`config.mk`:
```
export PLATFORM = sky130hd
export DESIGN_NAME = exec_writeback_unit
export DESIGN_NICKNAME = d
export VERILOG_FILES = /design/src/rtl/exec_writeback_unit.sv
export SDC_FILE = /design/constraint.sdc
export NUM_CORES = 1
export LEC_CHECK = 0
export ABC_CLOCK_PERIOD_IN_PS = 6800
export BUFFER_PORTS_ARGS = -buffer_cell sky130_fd_sc_hd__buf_2
export CAP_MARGIN = 30
export CELL_PAD_IN_SITES_DETAIL_PLACEMENT = 2
export CELL_PAD_IN_SITES_GLOBAL_PLACEMENT = 2
export CORE_ASPECT_RATIO = 0.5
export CORE_UTILIZATION = 37
export DETAILED_ROUTE_END_ITERATION = 7
export GPL_TIMING_DRIVEN = 0
export PLACE_DENSITY = 0.82
export SETUP_SLACK_MARGIN = 0.3
export SYNTH_ARGS = -nofsm -noshare
export SYNTH_HDL_FRONTEND = slang
export SYNTH_SLANG_ARGS = --single-unit
```
`constraint.sdc`:
```
create_clock -name clk -period 6.8 [get_ports clk]
set_input_delay 1.36 -clock clk [delete_from_list [all_inputs] [get_ports clk]]
set_output_delay 1.36 -clock clk [all_outputs]
set_load 0.005 [all_outputs]
```
`src/rtl/exec_writeback_unit.sv`:
```
// +----------------------------------------------------------------------------+
// | exec_writeback_unit: execute stage feeding the register-file write port.   |
// | Optional feature macro: EXEC_OVERFLOW_EN (adds signed-overflow output).    |
// | Revision: 1.0                                                              |
// +----------------------------------------------------------------------------+
`default_nettype none

module exec_writeback_unit #(
  parameter int WIDTH  = 32,
  parameter int ADDR_W = 3
) (
  input  logic              clk,
  input  logic              rst,
  input  logic              in_valid,
  output logic              in_ready,
  input  logic [2:0]        op,
  input  logic [WIDTH-1:0]  operand_a,
  input  logic [WIDTH-1:0]  operand_b,
  input  logic [ADDR_W-1:0] dest_addr,
  output logic [WIDTH-1:0]  wb_data,
  output logic [ADDR_W-1:0] wb_addr,
  output logic              wb_enable,
  output logic              zero,
  output logic              busy
`ifdef EXEC_OVERFLOW_EN
  ,
  output logic              overflow
`endif
);

  localparam logic [2:0] OP_ADD   = 3'b000;
  localparam logic [2:0] OP_SUB   = 3'b001;
  localparam logic [2:0] OP_AND   = 3'b010;
  localparam logic [2:0] OP_OR    = 3'b011;
  localparam logic [2:0] OP_XOR   = 3'b100;
  localparam logic [2:0] OP_SLL   = 3'b101;
  localparam logic [2:0] OP_MUL   = 3'b110;
  localparam logic [2:0] OP_PASSB = 3'b111;
  localparam int         CNT_W    = $clog2(WIDTH + 1);

  typedef enum logic [1:0] {
    S_IDLE = 2'd0,
    S_MUL  = 2'd1,
    S_WB   = 2'd2
  } state_t;

  state_t             state_q, state_d;
  logic [WIDTH-1:0]   data_q, data_d;
  logic [ADDR_W-1:0]  addr_q, addr_d;
  logic [ADDR_W-1:0]  mdest_q, mdest_d;
  logic               zero_q, zero_d;
  logic [WIDTH-1:0]   mcand_q, mcand_d;
  logic [WIDTH-1:0]   mplier_q, mplier_d;
  logic [WIDTH-1:0]   acc_q, acc_d;
  logic [CNT_W-1:0]   cnt_q, cnt_d;

  logic [WIDTH-1:0]   sum, diff, alu_res, acc_sum;
  logic               accept;

  assign sum     = operand_a + operand_b;
  assign diff    = operand_a - operand_b;
  assign acc_sum = acc_q + (mplier_q[0] ? mcand_q : '0);

  always_comb begin
    alu_res = '0;
    case (op)
      OP_ADD:   alu_res = sum;
      OP_SUB:   alu_res = diff;
      OP_AND:   alu_res = operand_a & operand_b;
      OP_OR:    alu_res = operand_a | operand_b;
      OP_XOR:   alu_res = operand_a ^ operand_b;
      OP_SLL:   alu_res = operand_a << operand_b[4:0];
      OP_PASSB: alu_res = operand_b;
      default:  alu_res = '0;
    endcase
  end

`ifdef EXEC_OVERFLOW_EN
  logic ovf_q, ovf_d, ovf_res;

  always_comb begin
    ovf_res = 1'b0;
    if (op == OP_ADD)
      ovf_res = (operand_a[WIDTH-1] == operand_b[WIDTH-1]) && (sum[WIDTH-1] != operand_a[WIDTH-1]);
    else if (op == OP_SUB)
      ovf_res = (operand_a[WIDTH-1] != operand_b[WIDTH-1]) && (diff[WIDTH-1] != operand_a[WIDTH-1]);
  end

  always_ff @(posedge clk or posedge rst) begin
    if (rst) ovf_q <= 1'b0;
    else     ovf_q <= ovf_d;
  end

  assign overflow = ovf_q;
`endif

  assign in_ready  = (state_q == S_IDLE) || (state_q == S_WB);
  assign accept    = in_valid && in_ready;
  assign wb_enable = (state_q == S_WB);
  assign busy      = (state_q == S_MUL);
  assign wb_data   = data_q;
  assign wb_addr   = addr_q;
  assign zero      = zero_q;

  always_comb begin
    state_d  = state_q;
    data_d   = data_q;
    addr_d   = addr_q;
    mdest_d  = mdest_q;
    zero_d   = zero_q;
    mcand_d  = mcand_q;
    mplier_d = mplier_q;
    acc_d    = acc_q;
    cnt_d    = cnt_q;
`ifdef EXEC_OVERFLOW_EN
    ovf_d    = ovf_q;
`endif
    case (state_q)
      S_IDLE, S_WB: begin
        if (accept && op == OP_MUL) begin
          mcand_d  = operand_a;
          mplier_d = operand_b;
          mdest_d  = dest_addr;
          acc_d    = '0;
          cnt_d    = CNT_W'(WIDTH);
          state_d  = S_MUL;
        end else if (accept) begin
          data_d  = alu_res;
          addr_d  = dest_addr;
          zero_d  = (alu_res == '0);
`ifdef EXEC_OVERFLOW_EN
          ovf_d   = ovf_res;
`endif
          state_d = S_WB;
        end else begin
          state_d = S_IDLE;
        end
      end
      S_MUL: begin
        acc_d    = acc_sum;
        mcand_d  = mcand_q << 1;
        mplier_d = mplier_q >> 1;
        cnt_d    = cnt_q - CNT_W'(1);
        // Last iteration: the freshly summed accumulator is the product.
        if (cnt_q == CNT_W'(1)) begin
          data_d  = acc_sum;
          addr_d  = mdest_q;
          zero_d  = (acc_sum == '0);
`ifdef EXEC_OVERFLOW_EN
          ovf_d   = 1'b0;
`endif
          state_d = S_WB;
        end
      end
      default: state_d = S_IDLE;
    endcase
  end

  always_ff @(posedge clk or posedge rst) begin
    if (rst) begin
      state_q  <= S_IDLE;
      data_q   <= '0;
      addr_q   <= '0;
      mdest_q  <= '0;
      zero_q   <= 1'b0;
      mcand_q  <= '0;
      mplier_q <= '0;
      acc_q    <= '0;
      cnt_q    <= '0;
    end else begin
      state_q  <= state_d;
      data_q   <= data_d;
      addr_q   <= addr_d;
      mdest_q  <= mdest_d;
      zero_q   <= zero_d;
      mcand_q  <= mcand_d;
      mplier_q <= mplier_d;
      acc_q    <= acc_d;
      cnt_q    <= cnt_d;
    end
  end

endmodule

`default_nettype wire

```
-- After elaboration in Yosys (flattened, before gate mapping)
Cells that the tools add are included.
- logic and storage cells: 69
- register bits after elaboration: 143
- output and inout bits: 39
- input bits: 73
- shifts and indexed selects: 1
- bitwise logic cells: 3
- reductions and logical operators: 12
- add/subtract/negate cells: 4
- multiplexer cells: 26
- equal/unequal tests: 14
- operators with widths (kind ; number):
    one-hot mux 32 bit (2 select lines) ; 4
    2-to-1 mux 32 bit ; 7
    one-hot mux 32 bit (7 select lines) ; 1
    adder 32 bit ; 2
    zero test 32 bit ; 2
    AND 32 bit ; 1
    OR 32 bit ; 1
    << shifter 32 x 5 -> 32 bit ; 1
    subtractor 32 bit ; 1
    XOR 32 bit ; 1
    == test 3 bit, second input constant ; 4
    one-hot mux 6 bit (2 select lines) ; 1
    2-to-1 mux 3 bit ; 3
    == test 3 x 2 -> 1 bit, second input constant ; 2
    == test 6 x 1 -> 1 bit, second input constant ; 1
    2-to-1 mux 2 bit ; 3
    2-to-1 mux 6 bit ; 1
    != test 2 bit, second input constant ; 3
    one-hot mux 3 bit (2 select lines) ; 1
    subtractor 6 x 1 -> 6 bit, second input constant ; 1
    one-hot mux 2 bit (2 select lines) ; 1
    AND reduction 2 bit ; 2
    AND reduction 4 bit ; 1
    == test 3 x 1 -> 1 bit, second input constant ; 1
    other kinds (11) ; 14

-- Longest topological paths before layout
Gate-level depths: netlist (run 1).
- word-level depth: 6
- gate-level depth with buffers: 26
- gate-level depth less buffers: 23

-- Worst setup path after synthesis (run 1)
No wires, ideal clock.
- path type: input -> register
- start point: in operand_b[0]
- end point: reg data_q[29] (netlist: wb_data[29])
- buffers on the path: 4
- required time: 6.724 ns
- setup time: 0.076 ns
- stages on the path: 23
- arrival: 6.167 ns
- slack: 0.556 ns
- path through: buf_2 inv_1 clkbuf_1 clkbuf_1 ha_1 nand2_1 nor3_1 nand2_1 nor2_1 a41oi_1 xnor2_1 ha_1 clkbuf_1 a21oi_1 o21ai_0 o41ai_1 nand2_1 a2111oi_0 o2111ai_1 o41ai_1 a21oi_1 mux2_2 o21ai_1
- cells in the longest elaborated chain, start to end: 5
- elaborated cells on any way between the ends: 7
- those cells by class: 2 x add/sub; 1 x shift; 4 x mux
- RTL lines (element ; RTL line ; RTL):
    start: declaration ; 18 ; input logic [WIDTH-1:0] operand_b,
    subtractor 32 bit, or another cell as far along ; 61 ; assign diff = operand_a - operand_b;
    one-hot mux 32 bit (7 select lines) (*) ; 66 ; case (op)
    2-to-1 mux 32 bit (*) ; 127 ; end else if (accept) begin
    2-to-1 mux 32 bit (*) ; 120 ; if (accept && op == OP_MUL) begin
    one-hot mux 32 bit (2 select lines) (*) ; 118 ; case (state_q)
    end signal: assignment ; 172 ; data_q <= data_d;
    end: declaration ; 48 ; logic [WIDTH-1:0] data_q, data_d;
Every way passes the cells marked *; elsewhere a longest branch is shown, timed or not. The select of a mux whose other input is x is not followed.
A chain may end at the register's enable or synchronous reset.

-- Final worst setup path (run 1)
- start point: in op[1]
- end point: reg zero_q (netlist: zero)
- cells in the longest elaborated chain, start to end: 6
- elaborated cells on any way between the ends: 16
- those cells by class: 8 x eq/ne; 4 x mux; 4 x reduce/logical
- RTL lines (element ; RTL line ; RTL):
    start: declaration ; 16 ; input logic [2:0] op,
    == test 3 bit, or another cell as far along ; 66 ;
    one-hot mux 32 bit (7 select lines) ; 66 ;
    zero test 32 bit ; 130 ; zero_d = (alu_res == '0);
    2-to-1 mux 1 bit ; 127 ;
    2-to-1 mux 1 bit ; 120 ;
    one-hot mux 1 bit (2 select lines) ; 118 ;
    end signal: assignment ; 175 ; zero_q <= zero_d;
    end: declaration ; 51 ; logic zero_q, zero_d;
Parallel ways exist; a longest one is shown, timed or not. The select of a mux whose other input is x is not followed.

==> summary.md, run 1 <==
| Metric | Value |
|---|---|
| Inserted Clock Buffers | 17 |
| R2R Setup Slk | 1.64 ns |
| FF-to-FF Start | mplier_q[0] |
| EDFF count, synth | 0 |
| Seq/Total Area, Yosys | 0.245 |
| Crit-path max FO | 10 |
| Mapped Avg Cell Area | 7.62 um2 |
| Ys async rst share | 1.00 |
| Synth unique cells | 78 |
| Yosys reg bits | 143 |
| Final Setup Violations | 0 |
| R2r endpoint | zero |
| Non-Filler Instances | 2,594 |
| Placer Congestion | 1.01 |
| Number of global-route vias before repair | 17,300 |
| Required time of the critical path | 7.17 ns |
| Clock Tree Buf Depth | 2 |
| Most frequent cell after synthesis | nor2_1 |
| Hold slack final | 0.473 ns |
| CTS tree | built |
| Top post-synthesis cells by area | dfrtp_1, ha_1, nor2_1, o21ai_0, nand2_1 |
| Clk_lat worst skew | 0.48 ns |
| Number of vias per cell | 6.45 |
| Synth top area share | 0.245 |
| Fin. Hold Viols | 0 |
| Syn Inst Count | 1,914 |
| 1st-pass router iterations | 5 |
| # Max-Cap Violations | 0 |
| Vias | 16,700 |
| Worst slew pin tran | 1.06 ns |
| DRT iter0 DRCs | 1,500 |
| Post-placement cell count | 2,551 |
| Period utilization | 0.961 |
| Yosys synthesis warning count | 0 |
| Final #Nets | 2,262 |
| Die ar. | 40,300 um2 |
| Critical Path Source Type | primary input |
| Row cnt | 50 |
| CTS H-tree depth | 4 |
| Worst Path Arrival | 6.90 ns |
| Layout cells sized above 1 | 0.120 |
| Post-DP HPWL | 59.5 mm |
| Routed wire per std cell | 29.9 um |
| GRT Overall Usage | 0.386 |
| DR DRC count | 0 |
| Worst setup path endpoint | zero |
| Hold Startpoint | wb_data[18] |
| Pin count of the biggest net entering global routing | 79 |
| Slew HR | 0.288 |
| Main synth FF type | dfrtp_1 |
| Initial Util | 0.383 |
| Drt total wl | 77.4 mm |
| Final Slew Violations | 0 |
| Clock Tree Root | clkbuf_16 |
| I/O Buffers | 111 |
| Setup CP Type | in2reg |
| Core area | 38,100 um2 |
| Pleak | 7.74 nW |
| Die width | 283 um |
| Initial antenna violation count | 7 |
| Unrepaired setup endpoints after global routing | yes |
| Worst vdd ir | 0.000205 V |
| Power Dens Cells | 164 nW/um2 |
| Clk slew on worst S/H paths | 0.07 ns |
| Die Ht | 142 um |
| Crit path capture type | flip-flop |
| Cells on worst reg2reg path | 15 |
| Setup crit start | op[1] |
| Clk_skew | 0.0237 ns |
| FMAX | 0.153 GHz |
| First-pass GRT wire length | 114 mm |
| Layout area overhead | 14.7% |
| Post-route ant nets | 0 |
| Clk sink count | 143 |
| Cell taking the most area after synthesis | dfrtp_1 |
| Syn_nets | 2,119 |
| Total power | 2.74 mW |
| Grt total ovfl | 0 |
| Post-synth top cells | nor2_1, nand2_1, o21ai_0, dfrtp_1, ha_1 |
| Final min period | 6.54 ns |
| Status | finished, final reports clean |
| Mapped Area | 14,600 um2 |
| Hold WC Path Type | reg2reg |
| I/O pin total | 112 |
critical path, cell delays in order:
cell	delay, ns
buf_2	0.15
clkbuf_2	0.26
nor2_4	0.25
clkbuf_4	0.33
clkbuf_4	0.31
nand2_2	0.22
clkbuf_4	0.30
a21o_1	0.24
fa_1	0.42
nor2b_1	0.22
o31a_1	0.23
a21oi_1	0.07
a221oi_1	0.86
nand4_1	0.24
a2111oi_1	0.38
nor4b_2	0.30
nand4_1	0.18
nor4_2	0.21
nand4_1	0.13
o31ai_1	0.22
report_power, final:
| part | switching, mW | internal [mW] |
|---|---|---|
| clock | 0.525 | 0.532 |
| sequential | 0 | 0.850 |
| combinational | 0.577 | 0.258 |
| total | 1.10 | 1.64 |
state kept, by name (all words and copies together), names as in the netlist:
register	cells
zero	1
acc_q	32
wb_addr	3
cnt_q	6
mcand_q	32
state_q	2
mdest_q	3
wb_data	32
mplier_q	32
metrics by stage:
stage	TNS (ns)	utilization	setup WS [ns]	area (um2)
after global routing	0	0.439	0.132	16700
after CTS	0	0.436	0.260	16600
after global placement	-141.05	0.415	-2.07	15800
final	0	0.439	0.264	16700
after floorplan	0	-	0.556	14600
after detailed placement	-36.76	0.416	-2.24	15900
cells in the final DEF (no fill, tap or decap), types with 19 or more instances in the layout:
cell type    n
dfrtp_1    143
o22ai_1     76
o211ai_1    22
nand3_1     53
nand2_1    210
inv_1       92
mux2i_1     52
nand4_1     26
nor3_1      23
a21o_1      25
a22oi_1     20
a21oi_1    114
xnor2_1     53
ha_1       129
buf_2      118
a31oi_1     22
and2_1      41
o21ai_0    164
clkbuf_1    81
xor2_1      19
nor2_1     229
kinds of logic (layout without fill, tap and decap cells):
logic type      count (synthesis)  count (layout)  share of synthesized area
buf+inv                       211             367                     0.0550
simple gates                  673             673                      0.208
xor+xnor                       73              73                     0.0443
other cells                     0               4                          0
fa+ha+maj                     132             132                      0.114
mux                            82              82                     0.0720
flops                         143             143                      0.245
compound gates                600             600                      0.261
per-layer routing:
metal	wire length, um	vias to the layer above	track usage
li1	-	7230	-
met1	34000	8674	0.521
met2	33800	688	0.591
met3	7630	132	0.114
met4	2020	4	0.119
met5	27	-	0
worst min-delay path by stage:
stage	endpoint	slack [ns]	depth (start not counted)
3_3_place_gp	mdest_q[0]	0.46	2
3_5_place_dp	wb_data[18]	0.47	2
4_1_cts	wb_data[18]	0.48	2
5_1_grt	wb_data[18]	0.51	2
6_report	wb_data[18]	0.47	2
2_1_floorplan	mdest_q[0]	0.44	2
area by class of cell:
cell class              instances  area, um2
fillers                      4468      21400
multi-input cells            1560      10300
flip-flops and latches        143       3580
repair buffers                124        677
well taps                     520        651
plain buffers                 115        498
clock buffers                  17        425
inverters                      96        368
clock inverters                15        185
diodes                          4       10.0
timing repair:
item	in CTS	in global routing
setup endpoints to repair	32	8
pin swaps	3	4
hold buffers	0	0
buffers inserted	4	2
gates resized for setup	41	28
Power figures use the tool's default switching activity.
==> inputs of run 2 (changes only) <==
--- a/config.mk
+++ b/config.mk
@@ -7,13 +7,13 @@
 export LEC_CHECK = 0
 export ABC_CLOCK_PERIOD_IN_PS = 6800
-export BUFFER_PORTS_ARGS = -buffer_cell sky130_fd_sc_hd__buf_2
 export CAP_MARGIN = 30
 export CELL_PAD_IN_SITES_DETAIL_PLACEMENT = 2
 export CELL_PAD_IN_SITES_GLOBAL_PLACEMENT = 2
 export CORE_ASPECT_RATIO = 0.5
-export CORE_UTILIZATION = 37
+export CORE_UTILIZATION = 39
 export DETAILED_ROUTE_END_ITERATION = 7
+export DONT_BUFFER_PORTS = 1
 export GPL_TIMING_DRIVEN = 0
-export PLACE_DENSITY = 0.82
+export PLACE_DENSITY = 0.81
 export SETUP_SLACK_MARGIN = 0.3
 export SYNTH_ARGS = -nofsm -noshare
==> constraint.sdc (replaced) <==
create_clock -name clk -period 6.8 [get_ports clk]
set_input_delay 0 -clock clk [delete_from_list [all_inputs] [get_ports clk]]
set_output_delay 0 -clock clk [all_outputs]
set_load 0.005 [all_outputs]
==> run 2 against run 1 <==
Against the previous run: sequential cell count unchanged; clock power about the same; wire length up 3.6%; worst hold slack worse by 0.44 ns; worst setup slack better by 0.19 ns; fmax up 2.9%; total power down 2.9%; die area down 5.1%; core utilization up 1.5 points; register-to-register slack worse by 0.07 ns; clock skew down 0.013 ns.
==> summary.md, run 2 (synthesis results as in run 1) <==
| Metric | Value |
|---|---|
| Clk sink count | 143 |
| Number of vias per cell | 6.76 |
| Unrepaired setup endpoints after global routing | no |
| Core area | 36,400 um2 |
| Fin. Hold Viols | 0 |
| Commonest cells after routing, fill and taps aside | nor2_1, nand2_1, o21ai_0 |
| Required time of the critical path | 7.17 ns |
| Initial antenna violation count | 11 |
| Setup TNS | 0 ns |
| Power Dens Cells | 161 nW/um2 |
| Cell mode on critical path | clkbuf_2 |
| Clock Tree Root | clkbuf_16 |
| Sequential cell area | 3580 um2 |
| Critical Path Source Type | primary input |
| Vias | 16,900 |
| Layout area overhead | 13.2% |
| Placer Congestion | 0.985 |
| Routed wire per std cell | 32.1 um |
| Drt total wl | 80.3 mm |
| Die width | 276 um |
| Slew HR | 0.278 |
| I/O Buffers | 0 |
| Crit path capture type | flip-flop |
| GRT Overall Usage | 0.418 |
| Clk_skew | 0.0109 ns |
| Final Setup Violations | 0 |
| Clk slew on worst S/H paths | 0.08 ns |
| Die ar. | 38,200 um2 |
| Delay-heaviest family, CP | compound AO/OA/AOI/OAI gates |
| Worst Path Arrival | 6.72 ns |
| Number of global-route vias before repair | 17,900 |
| CTS tree | built |
| 1st-pass router iterations | 5 |
| Grt total ovfl | 0 |
| Final min period | 6.35 ns |
| Post-route ant nets | 0 |
| Row cnt | 49 |
| Post-DP HPWL | 58.3 mm |
| Final Slew Violations | 0 |
| I/O pin total | 112 |
| Inserted Clock Buffers | 17 |
| Fill count | 4,160 |
| Hold slack final | 0.0303 ns |
| Die Ht | 139 um |
| Most common cell after layout, fill and taps aside | nor2_1 |
| DRT iter0 DRCs | 1,748 |
| Max incr delay on CP | 0.81 ns |
| Multi-input gate area | 10,200 um2 |
| CP cell instances | clkbuf_2, buf_2, buf_2, clkbuf_2, clkbuf_2, nand2_2, clkbuf_2, a21o_1, fa_1, nor2b_1, o31a_1, o2111ai_1, a2111oi_1, o2111ai_1, mux2i_1, a221oi_1, inv_1, nor3_1, nand4_1, o31ai_1 |
| Critical path's slowest cell | a221oi_1 |
| Pleak | 7.40 nW |
| Status | finished, final reports clean |
| CTS H-tree depth | 4 |
| Layout cells sized above 1 | 0.0496 |
| Antenna Cells | 0 |
| # Max-Cap Violations | 0 |
| Pin count of the biggest net entering global routing | 82 |
| Clock Tree Buf Depth | 2 |
| Worst vdd ir | 0.000113 V |
| Worst slew pin tran | 1.08 ns |
| Period utilization | 0.934 |
| Setup CP Type | in2reg |
| Initial Util | 0.401 |
| Final #Nets | 2,208 |
| DR DRC count | 0 |
| Clk_lat worst skew | 0.48 ns |
| Crit-path max FO | 10 |
| FMAX | 0.157 GHz |
| First-pass GRT wire length | 118 mm |
| Hold WC Path Type | in2reg |
| Post-CTS setup buffer count | 0 |
| CP bufs+invs | 7 |
## run 2: cell types whose count changed in the layout (fill, tap and decap cells not counted), moves of 4 or more
cell           before  now
buf_2             118    7
o21ai_0           164  168
a21oi_2             6    1
clkbuf_1           81   89
clkbuf_4            5    1
diode_2             4    0
buf_4               9    1
dlygate4sd3_1       0   63
a21oi_1           114  119
## run 2: report_power, final
group | switching [mW] | total (mW) | internal (mW)
Sequential | 0 | 0.850 | 0.850
Clock | 0.494 | 1.03 | 0.533
Combinational | 0.527 | 0.785 | 0.258
Total | 1.02 | 2.66 | 1.64
## run 2: final cells by class
type,count,area share
sequential,143,0.217
multi-input combinational,1560,0.619
buffer,115,0.0273
timing repair buffer,70,0.0430
tap,484,0.0367
clock inverter,12,0.00758
clock buffer,20,0.0277
inverter,96,0.0223
## run 2: layer usage
metal	wire (um)	global-route usage	share of wire
met1	35000	0.573	0.44
met2	35200	0.645	0.44
met3	7880	0.107	0.098
met4	2150	0.117	0.027
met5	42	0	0.00052
## run 2: what timing repair did
| action | CTS | global route |
|---|---|---|
| endpoints found under the setup margin | 10 | 8 |
| hold buffers | 63 | 0 |
| resized for setup | 4 | 12 |
| endpoints found under the hold margin | 154 | 0 |
## run 2: worst register-to-register path: cells and delay by family (launching register included)
kind                     cells  cell delay (ns)
adder cells (fa/ha/maj)      1             0.36
AND/OR/NAND/NOR              6             2.23
buffers and inverters        1             0.38
AO/OA/AOI/OAI                5             1.69
flip-flops                   1             0.48
## run 2: worst paths after layout
kind                              start           end  slack, ns  cells after the start
max                               op[0]          zero       0.45                     20
min                        operand_b[4]   mplier_q[4]       0.03                      3
max reg2reg                 mplier_q[0]          zero       1.57                     13
min reg2reg                  mdest_q[2]    mdest_q[2]       0.50                      2
max in group asynchronous           rst  mplier_q[24]       5.83                      3
min in group asynchronous           rst   wb_data[10]       0.13                      2
## run 2: through the flow
| step | utilization | power [mW] | instances | worst slack [ns] | cell area (um2) |
|---|---|---|---|---|---|
| finish | 0.454 | 2.66 | 2500 | 0.449 | 16500 |
| floorplan | - | 1.31 | 1914 | 1.92 | 14600 |
| detailed placement | 0.420 | 1.56 | 2403 | -0.687 | 15300 |
| CTS | 0.453 | 2.60 | 2498 | 0.346 | 16500 |
| global placement | 0.418 | 1.54 | 2398 | -0.783 | 15200 |
| global route | 0.454 | 2.71 | 2500 | 0.334 | 16500 |
==> inputs of run 3 (changes only) <==
CORE_UTILIZATION = 40   (was 39)
CTS_BUF_LIST = sky130_fd_sc_hd__clkbuf_8   (was unset)
PLACE_DENSITY = 0.83   (was 0.81)
==> run 3 against run 2 <==
Against the previous run: first-iteration DRC count is 24% higher; critical path depth stayed put; core utilization hardly changed; clock power is 27% lower; sequential cell count stayed put; fmax is 0.82% lower; non-clock buffer count is 1 higher; register-to-register slack better by 0.02 ns; global-route usage is 1.3 points higher; sequential power hardly changed; clock skew is 0.011 ns higher; worst setup slack worse by 0.053 ns; largest cell class unchanged.
==> summary.md, run 3 (synthesis results as in run 1) <==
| Metric | Value |
|---|---|
| Clk_skew | 0.0218 ns |
| Die ar. | 37,300 um2 |
| Pleak | 7.31 nW |
| Placer Congestion | 0.997 |
| Die Ht | 137 um |
| Status | finished, final reports clean |
| Final Slew Violations | 0 |
| Hold WC Path Type | in2async |
| Number of vias per cell | 6.84 |
| CP bufs+invs | 6 |
| Post-route ant nets | 0 |
| Critical Path Source Type | primary input |
| Period utilization | 0.942 |
| Crit path capture type | flip-flop |
| Commonest cells after routing, fill and taps aside | nor2_1, nand2_1, o21ai_0 |
| Clk_lat worst skew | 0.54 ns |
| CP cell instances | clkbuf_1, buf_2, buf_2, clkbuf_2, clkbuf_2, nand2_2, clkbuf_2, a21o_1, fa_1, nor2b_1, o31a_1, o2111ai_1, a2111oi_1, o2111ai_1, a21oi_1, mux2_1, o21ai_0, nor3_1, nand4_1, o31ai_1 |
| Setup CP Type | in2reg |
| Unrepaired setup endpoints after global routing | no |
| Cells on worst reg2reg path | 15 |
| Grt total ovfl | 0 |
| Non-Filler Instances | 2,502 |
| Routed wire per std cell | 32.1 um |
| Post-placement cell count | 2,403 |
| Clock Tree Buf Depth | 2 |
| Clk slew on worst S/H paths | 0.12 ns |
| Fill count | 4,186 |
| Pin count of the biggest net entering global routing | 74 |
| Cell mode on critical path | clkbuf_2 |
| Critical path's slowest cell | a2111oi_1 |
| Required time of the critical path | 7.22 ns |
| Vias | 17,100 |
| Layout area overhead | 11.9% |
| Power Dens Cells | 147 nW/um2 |
| FMAX | 0.156 GHz |
| Number of global-route vias before repair | 17,800 |
| Core area | 35,900 um2 |
| DRT iter0 DRCs | 2,175 |
| Max incr delay on CP | 0.68 ns |
| CTS tree | built |
| Clk sink count | 143 |
| Drt total wl | 80.4 mm |
| Post-DP HPWL | 58.0 mm |
| R2R Setup Slk | 1.59 ns |
| Util after Layout | 0.454 |
| Worst Path Arrival | 6.82 ns |
| # Max-Cap Violations | 0 |
| Fin. Hold Viols | 0 |
| CTS H-tree depth | 4 |
| Die width | 272 um |
| Crit-path max FO | 10 |
| DR DRC count | 0 |
| Clock Tree Root | clkbuf_8 |
| Worst vdd ir | 0.0000974 V |
| Inserted Clock Buffers | 17 |
| R2r endpoint | zero |
| First-pass GRT wire length | 118 mm |
| Slew HR | 0.222 |
| Initial Util | 0.406 |
| GRT Overall Usage | 0.430 |
| Layout cells sized above 1 | 0.0491 |
| Initial antenna violation count | 6 |
| Post-CTS setup buffer count | 0 |
| Final Setup Violations | 0 |
| Delay-heaviest family, CP | compound AO/OA/AOI/OAI gates |
| Most common cell after layout, fill and taps aside | nor2_1 |
| Final #Nets | 2,209 |
| I/O pin total | 112 |
| Worst slew pin tran | 1.15 ns |
| Final min period | 6.40 ns |
| FF-to-FF Start | mplier_q[0] |
| Row cnt | 49 |
| I/O Buffers | 0 |
| 1st-pass router iterations | 6 |
run 3: stage by stage:
stage / instance area [um2] / setup WS (ns) / hold WS, ns / power [mW] / setup TNS [ns]
6_report: 16300 / 0.396 / 0.0227 / 2.39 / 0
5_1_grt: 16300 / 0.370 / 0.0691 / 2.44 / 0
4_1_cts: 16300 / 0.311 / 0.0477 / 2.32 / 0
3_5_place_dp: 15300 / -0.709 / -0.0464 / 1.56 / -3.65
3_3_place_gp: 15200 / -0.707 / 0.108 / 1.53 / -4.41
2_1_floorplan: 14600 / 1.92 / 0.105 / 1.31 / 0
run 3: repair_timing:
item	4_1_cts	5_1_grt
resized for setup	2	15
hold buffers	65	0
setup endpoints to repair	9	11
hold endpoints to repair	209	0
run 3: final cells by class:
class | instances | area [um2] | share of cell area
Sequential cell | 143 | 3580 | 0.219
Antenna cell | 1 | 2.50 | 0.000153
Clock buffer | 17 | 234 | 0.0143
Buffer | 115 | 449 | 0.0275
Multi-Input combinational cell | 1560 | 10200 | 0.627
Inverter | 96 | 368 | 0.0225
Timing Repair Buffer | 71 | 722 | 0.0442
Tap cell | 484 | 606 | 0.0371
Clock inverter | 15 | 135 | 0.00828
run 3: routing by layer:
metal / track usage / vias up / routed length [um]
li1: - / 7100 / -
met1: 0.560 / 8758 / 33700
met2: 0.665 / 985 / 35000
met3: 0.124 / 262 / 8520
met4: 0.188 / 2 / 3220
met5: 0 / - / 12
run 3: worst max-delay path by stage:
stage | from | endpoint | slack (ns) | cells past startpoint
after global placement | op[0] | wb_data[31] | -0.71 | 21
after CTS | op[0] | zero | 0.31 | 21
after floorplan | operand_b[0] | wb_data[29] | 1.92 | 23
after detailed placement | op[0] | zero | -0.71 | 21
final | op[0] | zero | 0.40 | 20
after global routing | op[0] | zero | 0.37 | 21
run 3: worst register-to-register path, stage by stage, from the launching register on:
cell      delay (ns)
dfrtp_1         0.50
clkbuf_1        0.37
and2_1          0.31
ha_1            0.16
clkbuf_1        0.33
nand4_1         0.27
nor2_1          0.34
nand4_1         0.20
a31oi_1         0.32
nor2_1          0.17
xnor2_2         0.21
or4_1           0.56
or4_1           0.59
or4_1           0.46
o31a_1          0.26
o31ai_1         0.07
run 3: power breakdown:
| group | total [mW] | internal [mW] | switching [mW] |
|---|---|---|---|
| logic | 0.788 | 0.257 | 0.531 |
| registers | 0.850 | 0.850 | 0 |
| clock network | 0.756 | 0.293 | 0.463 |
| total | 2.39 | 1.40 | 0.993 |
